## config.mk

```make
export PLATFORM = sky130hd
export DESIGN_NAME = raster_timing_gen
export DESIGN_NICKNAME = d
export VERILOG_FILES = /design/src/rtl/timing_pkg.sv /design/src/rtl/seq_checker.sv /design/src/rtl/raster_timing_gen.sv
export SDC_FILE = /design/constraint.sdc
export NUM_CORES = 1
export LEC_CHECK = 0
export ABC_AREA = 1
export CAP_MARGIN = 20
export CELL_PAD_IN_SITES_DETAIL_PLACEMENT = 0
export CELL_PAD_IN_SITES_GLOBAL_PLACEMENT = 1
export CORE_ASPECT_RATIO = 1.75
export CORE_MARGIN = 3
export CORE_UTILIZATION = 41
export DETAILED_ROUTE_END_ITERATION = 8
export HOLD_SLACK_MARGIN = 0.02
export PLACE_DENSITY_LB_ADDON = 0.1
export SLEW_MARGIN = 20
export SYNTH_ARGS = -nofsm -noshare
export SYNTH_HDL_FRONTEND = slang
export SYNTH_HIERARCHICAL = 1
export SYNTH_SLANG_ARGS = --single-unit
```

## constraint.sdc

```tcl
create_clock -name clk -period 5.15 [get_ports clk]
set_clock_uncertainty 0.05 [all_clocks]
set_input_delay 1.03 -clock clk [delete_from_list [all_inputs] [get_ports clk]]
set_output_delay 1.03 -clock clk [all_outputs]
set_load 0.05 [all_outputs]
```

## src/rtl/timing_pkg.sv

```systemverilog
// Shared raster timing definitions.
// Holds the default line/frame geometry, which the upstream line counter also uses so that
// both blocks agree on H_MAX. Also holds the raster FSM state encoding.
package timing_pkg;

  localparam int unsigned H_MAX_DEF    = 100;
  localparam int unsigned H_ACTIVE_DEF = 80;
  localparam int unsigned V_ACTIVE_DEF = 60;
  localparam int unsigned V_TOTAL_DEF  = 64;

  typedef logic [1:0] state_t;

  localparam state_t StIdle    = 2'd0;
  localparam state_t StWaitSol = 2'd1;
  localparam state_t StActive  = 2'd2;
  localparam state_t StVblank  = 2'd3;

  // True once the generator has locked onto a line start.
  function automatic logic is_locked(input state_t s);
    return (s == StActive) || (s == StVblank);
  endfunction

endpackage

```

## src/rtl/seq_checker.sv

```systemverilog
// Line counter sequence checker.
// Remembers the previous counter sample and flags any sample that is not either the
// previous value plus one (within 0..H_MAX) or a wrap from H_MAX to 0.
// Ports:
//   clk       - rising-edge clock
//   reset     - asynchronous active-low reset; prev_count returns to H_MAX
//   count     - line counter sample
//   check_en  - qualifies the check (only meaningful while locked)
//   err_pulse - combinational, high for the cycle in which an illegal sample is seen
module seq_checker
  import timing_pkg::*;
#(
  parameter int unsigned H_MAX = H_MAX_DEF
) (
  input  logic       clk,
  input  logic       reset,
  input  logic [7:0] count,
  input  logic       check_en,
  output logic       err_pulse
);

  localparam logic [7:0] HMax = 8'(H_MAX);

  logic [7:0] prev_count_q;
  logic [8:0] prev_inc;
  logic       legal;

  // Reset to H_MAX so a first sample of 0 reads as a normal wrap.
  always_ff @(posedge clk or negedge reset) begin
    if (!reset) begin
      prev_count_q <= HMax;
    end else begin
      prev_count_q <= count;
    end
  end

  // Nine bits so that prev_count = 255 cannot alias onto count = 0.
  assign prev_inc = {1'b0, prev_count_q} + 9'd1;

  always_comb begin
    legal = 1'b0;
    if (({1'b0, count} == prev_inc) && (count <= HMax)) begin
      legal = 1'b1;
    end else if ((prev_count_q == HMax) && (count == 8'd0)) begin
      legal = 1'b1;
    end
  end

  assign err_pulse = check_en & ~legal;

endmodule

```

## src/rtl/raster_timing_gen.sv

```systemverilog
// Raster timing generator.
// Turns a free-running 0..H_MAX line counter into 2-D raster timing: pixel coordinates,
// data enable, line/frame pulses and a linear pixel address. All outputs are registered
// with one cycle of latency from the counter sample.
// Ports:
//   clk         - rising-edge clock shared with the line counter
//   reset       - asynchronous active-low reset
//   enable      - 1 = run, 0 = drop to idle on the next edge
//   count       - line counter value
//   x, y        - horizontal position / line index within the frame
//   de          - active pixel qualifier
//   line_end    - pulse on the last cycle of each line
//   frame_start - pulse on pixel (0,0)
//   frame_end   - pulse on the last cycle of the last line
//   pix_addr    - linear address of the current active pixel
//   sync_err    - sticky counter sequence error
module raster_timing_gen
  import timing_pkg::*;
#(
  parameter int unsigned H_MAX    = H_MAX_DEF,
  parameter int unsigned H_ACTIVE = H_ACTIVE_DEF,
  parameter int unsigned V_ACTIVE = V_ACTIVE_DEF,
  parameter int unsigned V_TOTAL  = V_TOTAL_DEF,
  parameter int unsigned AW       = 16
) (
  input  logic          clk,
  input  logic          reset,
  input  logic          enable,
  input  logic [7:0]    count,
  output logic [7:0]    x,
  output logic [7:0]    y,
  output logic          de,
  output logic          line_end,
  output logic          frame_start,
  output logic          frame_end,
  output logic [AW-1:0] pix_addr,
  output logic          sync_err
);

  localparam logic [7:0] HMax     = 8'(H_MAX);
  localparam logic [7:0] HAct     = 8'(H_ACTIVE);
  localparam logic [7:0] VAct     = 8'(V_ACTIVE);
  localparam logic [7:0] VTotLast = 8'(V_TOTAL - 1);

  state_t          state_q, state_d;
  logic [7:0]      x_q, x_d;
  logic [7:0]      y_q, y_d;
  logic            de_q, de_d;
  logic            line_end_q, line_end_d;
  logic            frame_start_q, frame_start_d;
  logic            frame_end_q, frame_end_d;
  logic [AW-1:0]   addr_q, addr_d;
  logic            sync_err_q, sync_err_d;
  logic            check_en;
  logic            seq_err;

  assign check_en = enable & is_locked(state_q);

  seq_checker #(
    .H_MAX (H_MAX)
  ) u_seq_checker (
    .clk       (clk),
    .reset     (reset),
    .count     (count),
    .check_en  (check_en),
    .err_pulse (seq_err)
  );

  always_comb begin
    state_d       = state_q;
    y_d           = y_q;
    addr_d        = addr_q;
    x_d           = 8'd0;
    de_d          = 1'b0;
    line_end_d    = 1'b0;
    frame_start_d = 1'b0;
    frame_end_d   = 1'b0;
    sync_err_d    = sync_err_q;

    if (!enable) begin
      state_d = StIdle;
      y_d     = 8'd0;
      addr_d  = '0;
      // Dropping enable while already idle is the software way to clear the error.
      if (state_q == StIdle) begin
        sync_err_d = 1'b0;
      end
    end else begin
      unique case (state_q)
        StIdle: begin
          state_d = StWaitSol;
          y_d     = 8'd0;
          addr_d  = '0;
        end
        StWaitSol: begin
          if (count == 8'd0) begin
            state_d       = StActive;
            y_d           = 8'd0;
            addr_d        = '0;
            x_d           = count;
            de_d          = (count < HAct);
            line_end_d    = (count == HMax);
            frame_start_d = 1'b1;
          end
        end
        StActive, StVblank: begin
          if (seq_err) begin
            // Abandon the frame and re-lock on the next genuine line start.
            sync_err_d = 1'b1;
            state_d    = StWaitSol;
            y_d        = 8'd0;
            addr_d     = '0;
          end else begin
            x_d         = count;
            line_end_d  = (count == HMax);
            frame_end_d = (count == HMax) && (y_q == VTotLast);
            if (count == 8'd0) begin
              if (y_q == VTotLast) begin
                state_d       = StActive;
                y_d           = 8'd0;
                addr_d        = '0;
                frame_start_d = 1'b1;
              end else begin
                y_d     = y_q + 8'd1;
                state_d = (y_d < VAct) ? StActive : StVblank;
              end
            end
            de_d = (state_d == StActive) && (count < HAct);
            // pix_addr names the current pixel, so it steps on entry to each de cycle
            // except the first pixel of the frame, which is address 0.
            if (de_d && !frame_start_d) begin
              addr_d = addr_q + AW'(1);
            end
          end
        end
      endcase
    end
  end

  always_ff @(posedge clk or negedge reset) begin
    if (!reset) begin
      state_q       <= StIdle;
      x_q           <= 8'd0;
      y_q           <= 8'd0;
      de_q          <= 1'b0;
      line_end_q    <= 1'b0;
      frame_start_q <= 1'b0;
      frame_end_q   <= 1'b0;
      addr_q        <= '0;
      sync_err_q    <= 1'b0;
    end else begin
      state_q       <= state_d;
      x_q           <= x_d;
      y_q           <= y_d;
      de_q          <= de_d;
      line_end_q    <= line_end_d;
      frame_start_q <= frame_start_d;
      frame_end_q   <= frame_end_d;
      addr_q        <= addr_d;
      sync_err_q    <= sync_err_d;
    end
  end

  assign x           = x_q;
  assign y           = y_q;
  assign de          = de_q;
  assign line_end    = line_end_q;
  assign frame_start = frame_start_q;
  assign frame_end   = frame_end_q;
  assign pix_addr    = addr_q;
  assign sync_err    = sync_err_q;

endmodule

```

==> impl_metrics.py, run 1 <==
metrics = {
    "die": {
        "rows": 38,
        "die_area_sq_um": 7720,
        "die_w_microns": 67.7,
        "start_util": 0.432,
        "io_pins": 48,
        "die-height_microns": 114,
        "core_area_sq_um": 6320,
    },
    "worst_setup_path": {
        "cp-start-kind": "input port",
        "critical_path.startpoint": "count[3]",
        "critPathRequiredTime_ps": 5350,
        "critPathCaptureType": "flop",
        "arrival_ps": 3530,
        "crit_family": "simple AND/OR/NAND/NOR gates",
        "cp_slowest_cell": "a21oi_2",
        "critical_path_depth": 14,
        "r2r_cells": 13,
        "worstPathMaxFanout": 16,
        "r2r-end": "pix_addr[1]",
        "critPathMostFrequentCell": "nor2_1",
        "r2r_slack_ps": 2410,
        "slowest_delay_ps": 570,
        "crit_chain": "clkdlybuf4s50_1 > nor2_1 > nand2_1 > nand3_1 > nand3_1 > nor2_1 > nand2_1 > nor2_1 > nor2_1 > nor2_4 > inv_2 > a21oi_2 > nand4_1 > nand2_1",
        "rr_startpoint": "u_seq_checker/prev_count_q[0]",
        "cp-endpoint": "pix_addr[1]",
        "critPathBufInv": 2,
        "critical_path_class": "input port to flop",
    },
    "route": {
        "wire_per_inst_microns": 13.6,
        "ant_nets": 0,
        "post_drt_via_cell_ratio": 4.99,
        "drt_iter0_drc": 142,
        "vias": 2443,
        "drcViolationCount": 0,
        "routed_wl_microns": 6650,
        "dr.pass1.iters": 6,
    },
    "clocking": {
        "postCtsSetupRepairBufs": 0,
        "clock_path_buffers": 2,
        "root_buffer": "clkbuf_8",
        "clkTransAtPathRegs_ps": 90,
        "cts_resized": 0,
        "clkSinkCount": 47,
        "insertion_delay_ps": 310,
        "cts_tree": "done",
        "cts_hold_buf": 0,
        "numCtsBuffers": 5,
        "h-tree-depth": 2,
    },
    "power": {
        "power_frac_seq": 0.475,
        "ir_drop_mv": 0.224,
        "p_sw_uw": 209,
        "leakage_uw": 0.00170,
        "powerDensity_nw_per_um2": 239,
        "netSwitchingFraction": 0.257,
        "intPower_uw": 604,
        "pwr-share-clk": 0.393,
        "comb_power_share": 0.132,
    },
    "finish": {
        "nets": 424,
        "fillers": 623,
        "stdcell_count": 490,
        "num_antenna_cells": 0,
        "drive_gt1_frac": 0.0829,
        "fin_area_sq_um": 3400,
        "area_growth_pct": 24.4,
    },
    "timing": {
        "fin_setup_tns_ps": 0,
        "fin_hold_ws_ps": 457,
        "fmax_mhz": 301,
        "final_hold_viol_count": 0,
        "rsz0062_at_grt": "no",
        "worstMarginPinSlew_ps": 816,
        "setup_slack_ps": 1830,
        "layout_min_cycle_time_ps": 3320,
        "setup_viol": 0,
        "maxSlewViolCount": 0,
        "relSlewSlack": 0.456,
        "period_share": 0.645,
    },
    "yosys": {
        "synth.ff_latch_count": 47,
        "syn_avg_cell_area_sq_um": 7.61,
        "yosysSeqAreaShare": 0.432,
        "ys_warn_count": 6,
        "synth_async_sr_flop_share": 1.00,
        "synth_area_sq_um": 2730,
        "synth_common_cells": "nand2_1 (101), inv_1 (57), dfrtp_1 (44), nor2_1 (40), nand4_1 (21)",
        "synthDistinctLibCells": 32,
        "ys.flop_type": "dfrtp_1",
        "synth_top_cell_by_area": "dfrtp_1",
        "netlist_instances": 359,
        "synth_most_common_cell": "nand2_1",
        "synth_edf_count": 0,
        "synthTopCellsByArea": "dfrtp_1 (40%), nand2_1 (14%), inv_1 (7.8%), nor2_1 (5.5%), nand4_1 (4.8%)",
        "synth_fp_nets": 374,
        "synth_top_area_frac": 0.403,
    },
    "grt": {
        "antenna_found_initial": 0,
        "grt_start_max_net_pins": 48,
        "grt_pass1_vias": 2393,
        "track_usage": 0.193,
        "grt_first_pass_wirelength_microns": 11300,
        "grt_overflow": 0,
    },
    "min_path": {
        "hold_class": "flop to flop",
        "min_from": "pix_addr[14]",
    },
    "placed_design": {
        "port-buffer-count": 47,
        "placed_area_sq_um": 3270,
        "dpl.cell_count": 482,
        "gp_congestion": 0.781,
        "hpwl_microns": 4910,
        "pre_cts_slack_ps": 1490,
    },
    "run": {
        "maxCapViolations": 0,
    },
    "outcome": {
        "run_status": "finished, final reports clean",
    },
}
[worst min-delay path by stage]
stage / cells after the start / endpoint / slack, ps
6_report: 2 / pix_addr[14] / 460
2_1_floorplan: 2 / sync_err / 440
5_1_grt: 2 / pix_addr[14] / 490
4_1_cts: 2 / pix_addr[14] / 460
3_3_place_gp: 2 / pix_addr[14] / 430
3_5_place_dp: 2 / pix_addr[14] / 440
[power by group through the flow]
stage / sequential (uW) / clock [uW] / combinational [uW]
after global placement: 394 / 0 / 109
after floorplan: 405 / 0 / 57.4
after detailed placement: 394 / 0 / 109
final: 387 / 319 / 107
after CTS: 387 / 332 / 110
after global routing: 388 / 349 / 121
[registers in the layout (all words and copies together), names as in the netlist]
signal / flops
frame_end: 1
y: 8
frame_start: 1
de: 1
sync_err: 1
pix_addr: 16
state_q: 2
u_seq_checker/prev_count_q: 8
line_end: 1
x: 8
[through the flow]
| stage | power [uW] | utilization |
|---|---|---|
| global placement | 503 | 0.516 |
| detailed placement | 503 | 0.516 |
| floorplan | 462 | - |
| finish | 813 | 0.537 |
| global route | 858 | 0.537 |
| CTS | 828 | 0.537 |
[cells by family after synthesis]
kind of cell	synth area share
simple gates	0.357
xor+xnor	0.0513
compound gates	0.0472
flops	0.432
buf+inv	0.0943
fa+ha+maj	0.0183
[worst min-delay path, cell delays in order, from the launching register on]
cell	delay, ps
dfrtp_1	370
nand2_1	60
nand2_1	50
[cell usage in the layout (no fill, tap or decap), types with 2 or more instances in the layout]
| cell | n |
|---|---|
| nand2_1 | 101 |
| inv_1 | 57 |
| clkdlybuf4s50_1 | 46 |
| dfrtp_1 | 44 |
| nor2_1 | 40 |
| nand4_1 | 21 |
| nand3_1 | 18 |
| xor2_1 | 13 |
| o21ai_0 | 6 |
| o22ai_1 | 6 |
| nor2_2 | 5 |
| nor3_1 | 5 |
| clkbuf_8 | 5 |
| nand2_2 | 4 |
| nand3_2 | 4 |
| nor4_1 | 4 |
| ha_1 | 4 |
| nor2_4 | 3 |
| xnor2_1 | 3 |
| dfstp_2 | 3 |
| nand3b_1 | 2 |
| a21oi_2 | 2 |
| bufinv_16 | 2 |
[metal layers]
layer	share of wire	GRT usage	vias to the layer above	wire length [microns]
met2	0.53	0.343	64	3540
met5	0	0	-	0
li1	-	-	1230	-
met3	0.048	0.0384	9	318
met4	0.018	0.0691	0	122
met1	0.40	0.221	1140	2670
[cell type report]
cell class,count,area [sq um],area share
tap,80,100,0.0295
timing repair buffer,48,473,0.139
sequential,47,1180,0.347
clock buffer,6,72.6,0.0214
clock inverter,2,60.1,0.0177
multi-input combinational,249,1290,0.381
inverter,58,218,0.0641
No activity file was read; power rests on OpenSTA's default activity.
==> run 2, diff against run 1 <==
- CORE_UTILIZATION: 41 -> 35
- clock period: 5.15 -> 3 ns (I/O delays scaled with it)
==> run 2 against run 1 <==
Via count is 0.70% lower. Critical path depth is 2 lower. Cell count is 3.3% higher. Die area is 16% higher. Sequential cell count stayed put. Combinational power is 93% higher. Sequential share of layout area is 1.3 points lower. Setup slack worse by 1400 ps. Global-route usage is 1.9 points lower. Final area is 4.0% higher. Critical endpoint is now y[6]. Largest power group unchanged.
==> impl_metrics.py, run 2 (synthesis results as in run 1) <==
metrics = {
    "worst_setup_path": {
        "critPathMostFrequentCell": "nor2_1",
        "critPathCaptureType": "flop",
        "r2r-end": "y[6]",
        "worstPathMaxFanout": 6,
        "cp_slowest_cell": "clkdlybuf4s50_1",
        "slowest_delay_ps": 550,
        "critPathRequiredTime_ps": 3160,
        "critical_path.startpoint": "count[3]",
        "crit_family": "simple AND/OR/NAND/NOR gates",
        "r2r_cells": 13,
        "cp-start-kind": "input port",
        "arrival_ps": 2700,
        "critical_path_class": "input port to flop",
        "r2r_slack_ps": 710,
        "critPathBufInv": 2,
        "crit_chain": "clkdlybuf4s50_1 > nor2_1 > nand2_1 > nor4_1 > nand3_1 > nand2_1 > nor2_1 > nor2_4 > nor2_1 > nor2_1 > inv_1 > o21ai_0",
        "rr_startpoint": "u_seq_checker/prev_count_q[0]",
    },
    "finish": {
        "drive_gt1_frac": 0.103,
        "num_antenna_cells": 0,
        "final_cell_mix": "nand2_1 (101), inv_1 (57), clkdlybuf4s50_1 (46), dfrtp_1 (44), nor2_1 (40)",
        "final_util": 0.467,
        "largest_reg_flops": 16,
        "final_common_cell": "nand2_1",
        "nets": 432,
        "area_growth_pct": 29.3,
        "stdcell_count": 506,
        "fin_area_sq_um": 3530,
    },
    "timing": {
        "setup_slack_ps": 462,
        "fmax_mhz": 394,
        "relSlewSlack": 0.639,
        "maxSlewViolCount": 0,
        "setup_viol": 0,
        "fin_setup_tns_ps": 0,
        "rsz0062_at_grt": "no",
        "layout_min_cycle_time_ps": 2540,
        "final_hold_viol_count": 0,
        "period_share": 0.846,
        "worstMarginPinSlew_ps": 540,
    },
    "placed_design": {
        "hpwl_microns": 5350,
        "gp_congestion": 0.861,
        "port-buffer-count": 47,
        "pre_cts_slack_ps": 105,
        "placed_area_sq_um": 3360,
        "dpl.cell_count": 498,
    },
    "die": {
        "rows": 42,
        "io_pins": 48,
        "core_area_sq_um": 7570,
        "start_util": 0.361,
        "die_area_sq_um": 8950,
        "die-height_microns": 123,
        "die_w_microns": 72.8,
    },
    "clocking": {
        "cts_hold_buf": 0,
        "numCtsBuffers": 5,
        "clkTransAtPathRegs_ps": 60,
        "h-tree-depth": 2,
        "insertion_delay_ps": 290,
        "clock_path_buffers": 2,
        "clkSinkCount": 47,
        "cts_tree": "done",
        "root_buffer": "clkbuf_16",
        "postCtsSetupRepairBufs": 0,
        "cts_resized": 0,
    },
    "power": {
        "intPower_uw": 1130,
        "leakage_uw": 0.00176,
        "p_sw_uw": 388,
        "ir_drop_mv": 0.405,
        "netSwitchingFraction": 0.255,
        "powerDensity_nw_per_um2": 431,
        "power_frac_seq": 0.436,
        "pwr-share-clk": 0.428,
        "comb_power_share": 0.136,
    },
    "route": {
        "vias": 2426,
        "drt_iter0_drc": 137,
        "wire_per_inst_microns": 14.1,
        "drcViolationCount": 0,
        "routed_wl_microns": 7140,
        "ant_nets": 0,
        "dr.pass1.iters": 4,
        "post_drt_via_cell_ratio": 4.79,
    },
    "grt": {
        "antenna_found_initial": 0,
        "track_usage": 0.174,
        "grt_overflow": 0,
        "grt_first_pass_wirelength_microns": 11900,
        "grt_pass1_vias": 2368,
        "grt_start_max_net_pins": 18,
    },
    "run": {
        "maxCapViolations": 0,
    },
    "outcome": {
        "run_status": "finished, final reports clean",
    },
    "min_path": {
        "hold_class": "input port to async pin",
    },
}
run 2: cell count changes in the layout (fill, tap and decap cells not counted), sizes merged:
cell / delta
buf: +8
bufinv: -1
clkinv: +1
run 2: final cells by class:
type / count / area (sq um)
Tap cell: 88 / 110
Fill cell: 769 / 4030
Multi-Input combinational cell: 249 / 1290
Inverter: 58 / 218
Timing Repair Buffer: 56 / 558
Clock inverter: 2 / 35.0
Sequential cell: 47 / 1180
Clock buffer: 6 / 139
run 2: power by group through the flow:
stage	clock network [uW]	registers [uW]	logic [uW]
global placement	0	676	212
finish	651	664	207
global route	703	666	230
floorplan	0	694	98.6
detailed placement	0	676	212
CTS	675	664	212
run 2: routing by layer:
layer  share of wire  global-route usage  routed length (microns)  up-vias
li1                -                   -                        -     1253
met1            0.40               0.201                     2870     1114
met5               0                   0                        0        -
met2            0.54               0.308                     3850       48
met3           0.036              0.0342                      260       11
met4           0.023              0.0681                      167        0
run 2: worst max-delay path by stage:
| stage | slack (ps) | cells past startpoint | to |
|---|---|---|---|
| global placement | 130 | 12 | y[3] |
| finish | 460 | 12 | y[6] |
| global route | 170 | 12 | y[7] |
| CTS | 410 | 12 | y[7] |
| floorplan | 740 | 14 | pix_addr[2] |
| detailed placement | 100 | 12 | y[6] |
run 2: metrics by stage:
stage,hold WS [ps],total power (uW)
3_5_place_dp,441,888
6_report,165,1520
2_1_floorplan,254,793
5_1_grt,180,1600
4_1_cts,179,1550
3_3_place_gp,430,888
==> run 3, diff against run 2 <==
- clock period: 3 -> 2.1 ns (I/O delays scaled with it)
==> run 3 against run 2 <==
The run now ends with negative setup slack left. Final area rose by 10%. Via count rose by 7.0%. Count of clock-buffer cells in the layout rose by 2. Clock power rose by 28%. Combinational power rose by 77%. Highest routed layer unchanged.
==> impl_metrics.py, run 3 (synthesis results as in run 1) <==
metrics = {
    "power": {
        "ir_drop_mv": 0.506,
        "leakage_uw": 0.00195,
        "powerDensity_nw_per_um2": 553,
    },
    "finish": {
        "final_cell_mix": "nand2_1 (98), inv_1 (54), dfrtp_1 (41), clkdlybuf4s50_1 (38), buf_4 (37)",
        "stdcell_count": 534,
        "num_antenna_cells": 0,
        "area_growth_pct": 42.5,
        "drive_gt1_frac": 0.224,
        "largest_reg_flops": 16,
        "nets": 460,
        "final_common_cell": "nand2_1",
    },
    "timing": {
        "worstMarginPinSlew_ps": 529,
        "rsz0062_at_grt": "yes",
        "period_share": 1.06,
        "fin_hold_ws_ps": 51.2,
        "layout_min_cycle_time_ps": 2230,
        "fmax_mhz": 449,
        "maxSlewViolCount": 0,
        "relSlewSlack": 0.646,
        "setup_viol": 27,
        "setup_slack_ps": -129,
        "final_hold_viol_count": 0,
    },
    "route": {
        "ant_nets": 0,
        "dr.pass1.iters": 4,
        "vias": 2597,
        "drt_iter0_drc": 123,
        "drcViolationCount": 0,
        "wire_per_inst_microns": 13.7,
        "post_drt_via_cell_ratio": 4.86,
        "routed_wl_microns": 7310,
    },
    "worst_setup_path": {
        "worstPathMaxFanout": 8,
        "critical_path_class": "flop to flop",
        "r2r_cells": 14,
        "crit_chain": "ha_4 > or2_1 > nand3_1 > nand2_1 > nor2_1 > nand3_2 > nor2_2 > nor2_2 > nor2_4 > inv_4 > a21oi_4 > clkbuf_16 > nand4_1 > nand2_1",
        "critical_path_depth": 14,
        "crit_family": "simple AND/OR/NAND/NOR gates",
        "slowest_delay_ps": 440,
        "arrival_ps": 2410,
        "critPathRequiredTime_ps": 2280,
        "critPathBufInv": 2,
        "cp_slowest_cell": "dfrtp_1",
        "critPathCaptureType": "flop",
        "cp-start-kind": "flop",
    },
    "clocking": {
        "clock_path_buffers": 2,
        "insertion_delay_ps": 280,
        "numCtsBuffers": 5,
        "cts_tree": "done",
        "root_buffer": "clkbuf_16",
        "clkTransAtPathRegs_ps": 60,
        "cts_hold_buf": 0,
        "h-tree-depth": 2,
        "clkSinkCount": 47,
    },
    "placed_design": {
        "gp_congestion": 0.851,
        "hpwl_microns": 5490,
        "dpl.cell_count": 521,
        "pre_cts_slack_ps": -429,
        "port-buffer-count": 47,
    },
    "outcome": {
        "failed_checks": "negative setup slack",
        "run_status": "finished, violations left",
    },
    "grt": {
        "grt_start_max_net_pins": 28,
        "grt_overflow": 0,
        "grt_first_pass_wirelength_microns": 12300,
        "track_usage": 0.179,
        "grt_pass1_vias": 2627,
        "antenna_found_initial": 0,
    },
    "die": {
        "io_pins": 48,
        "core_area_sq_um": 7570,
        "die-height_microns": 123,
        "rows": 42,
        "start_util": 0.361,
        "die_w_microns": 72.8,
        "die_area_sq_um": 8950,
    },
    "min_path": {
        "hold_class": "input port to async pin",
    },
    "run": {
        "maxCapViolations": 0,
    },
}
## run 3: cell count changes in the layout (fill, tap and decap cells not counted), moves of 5 or more
cell	before	now
buf_4	7	37
clkdlybuf4s50_1	46	38
nor2_1	40	32
nor2_2	5	10
## run 3: final cells by class
cell class / instances / area, sq um
repair buffers: 84 / 801
fillers: 767 / 3670
multi-input cells: 249 / 1420
inverters: 58 / 223
clock buffers: 8 / 156
flip-flops and latches: 47 / 1180
well taps: 88 / 110
## run 3: what timing repair did
item,in CTS,in global routing
gates cloned,0,1
pin swaps,1,48
endpoints found under the setup margin,25,36
resized for setup,9,26
setup buffers,1,3
## run 3: path summary, 6_finish.rpt
kind | from | end | slack, ps
setup / recovery | u_seq_checker/prev_count_q[1] | pix_addr[10] | -130
hold / removal | reset | pix_addr[14] | 50
setup reg to reg | u_seq_checker/prev_count_q[1] | pix_addr[10] | -130
hold reg to reg | pix_addr[14] | pix_addr[14] | 460
max in group asynchronous | reset | u_seq_checker/prev_count_q[5] | 1340
min in group clk | count[4] | u_seq_checker/prev_count_q[4] | 350
## run 3: through the flow
stage               cell area, sq um  total power, uW  setup TNS [ps]   util
floorplan                       2750             1140               0      -
global placement                3550             1300          -10860  0.469
detailed placement              3550             1300          -11810  0.469
CTS                             3750             2160           -1910  0.495
global route                    3890             2260           -6910  0.515
finish                          3890             2150           -2150  0.515
## run 3: metal layers
metal	wire, microns	track usage	vias up
met5	0	0	-
met4	282	0.0947	0
met3	331	0.0391	21
met2	3900	0.313	69
met1	2800	0.199	1198
li1	-	-	1309
## run 3: report_power, final
group	total [uW]	internal [uW]	switching, uW	leakage [uW]
combinational	367	147	221	0.00125
clock	834	507	327	0.0000772
sequential	950	930	20.8	0.000626
total	2150	1580	568	0.00195
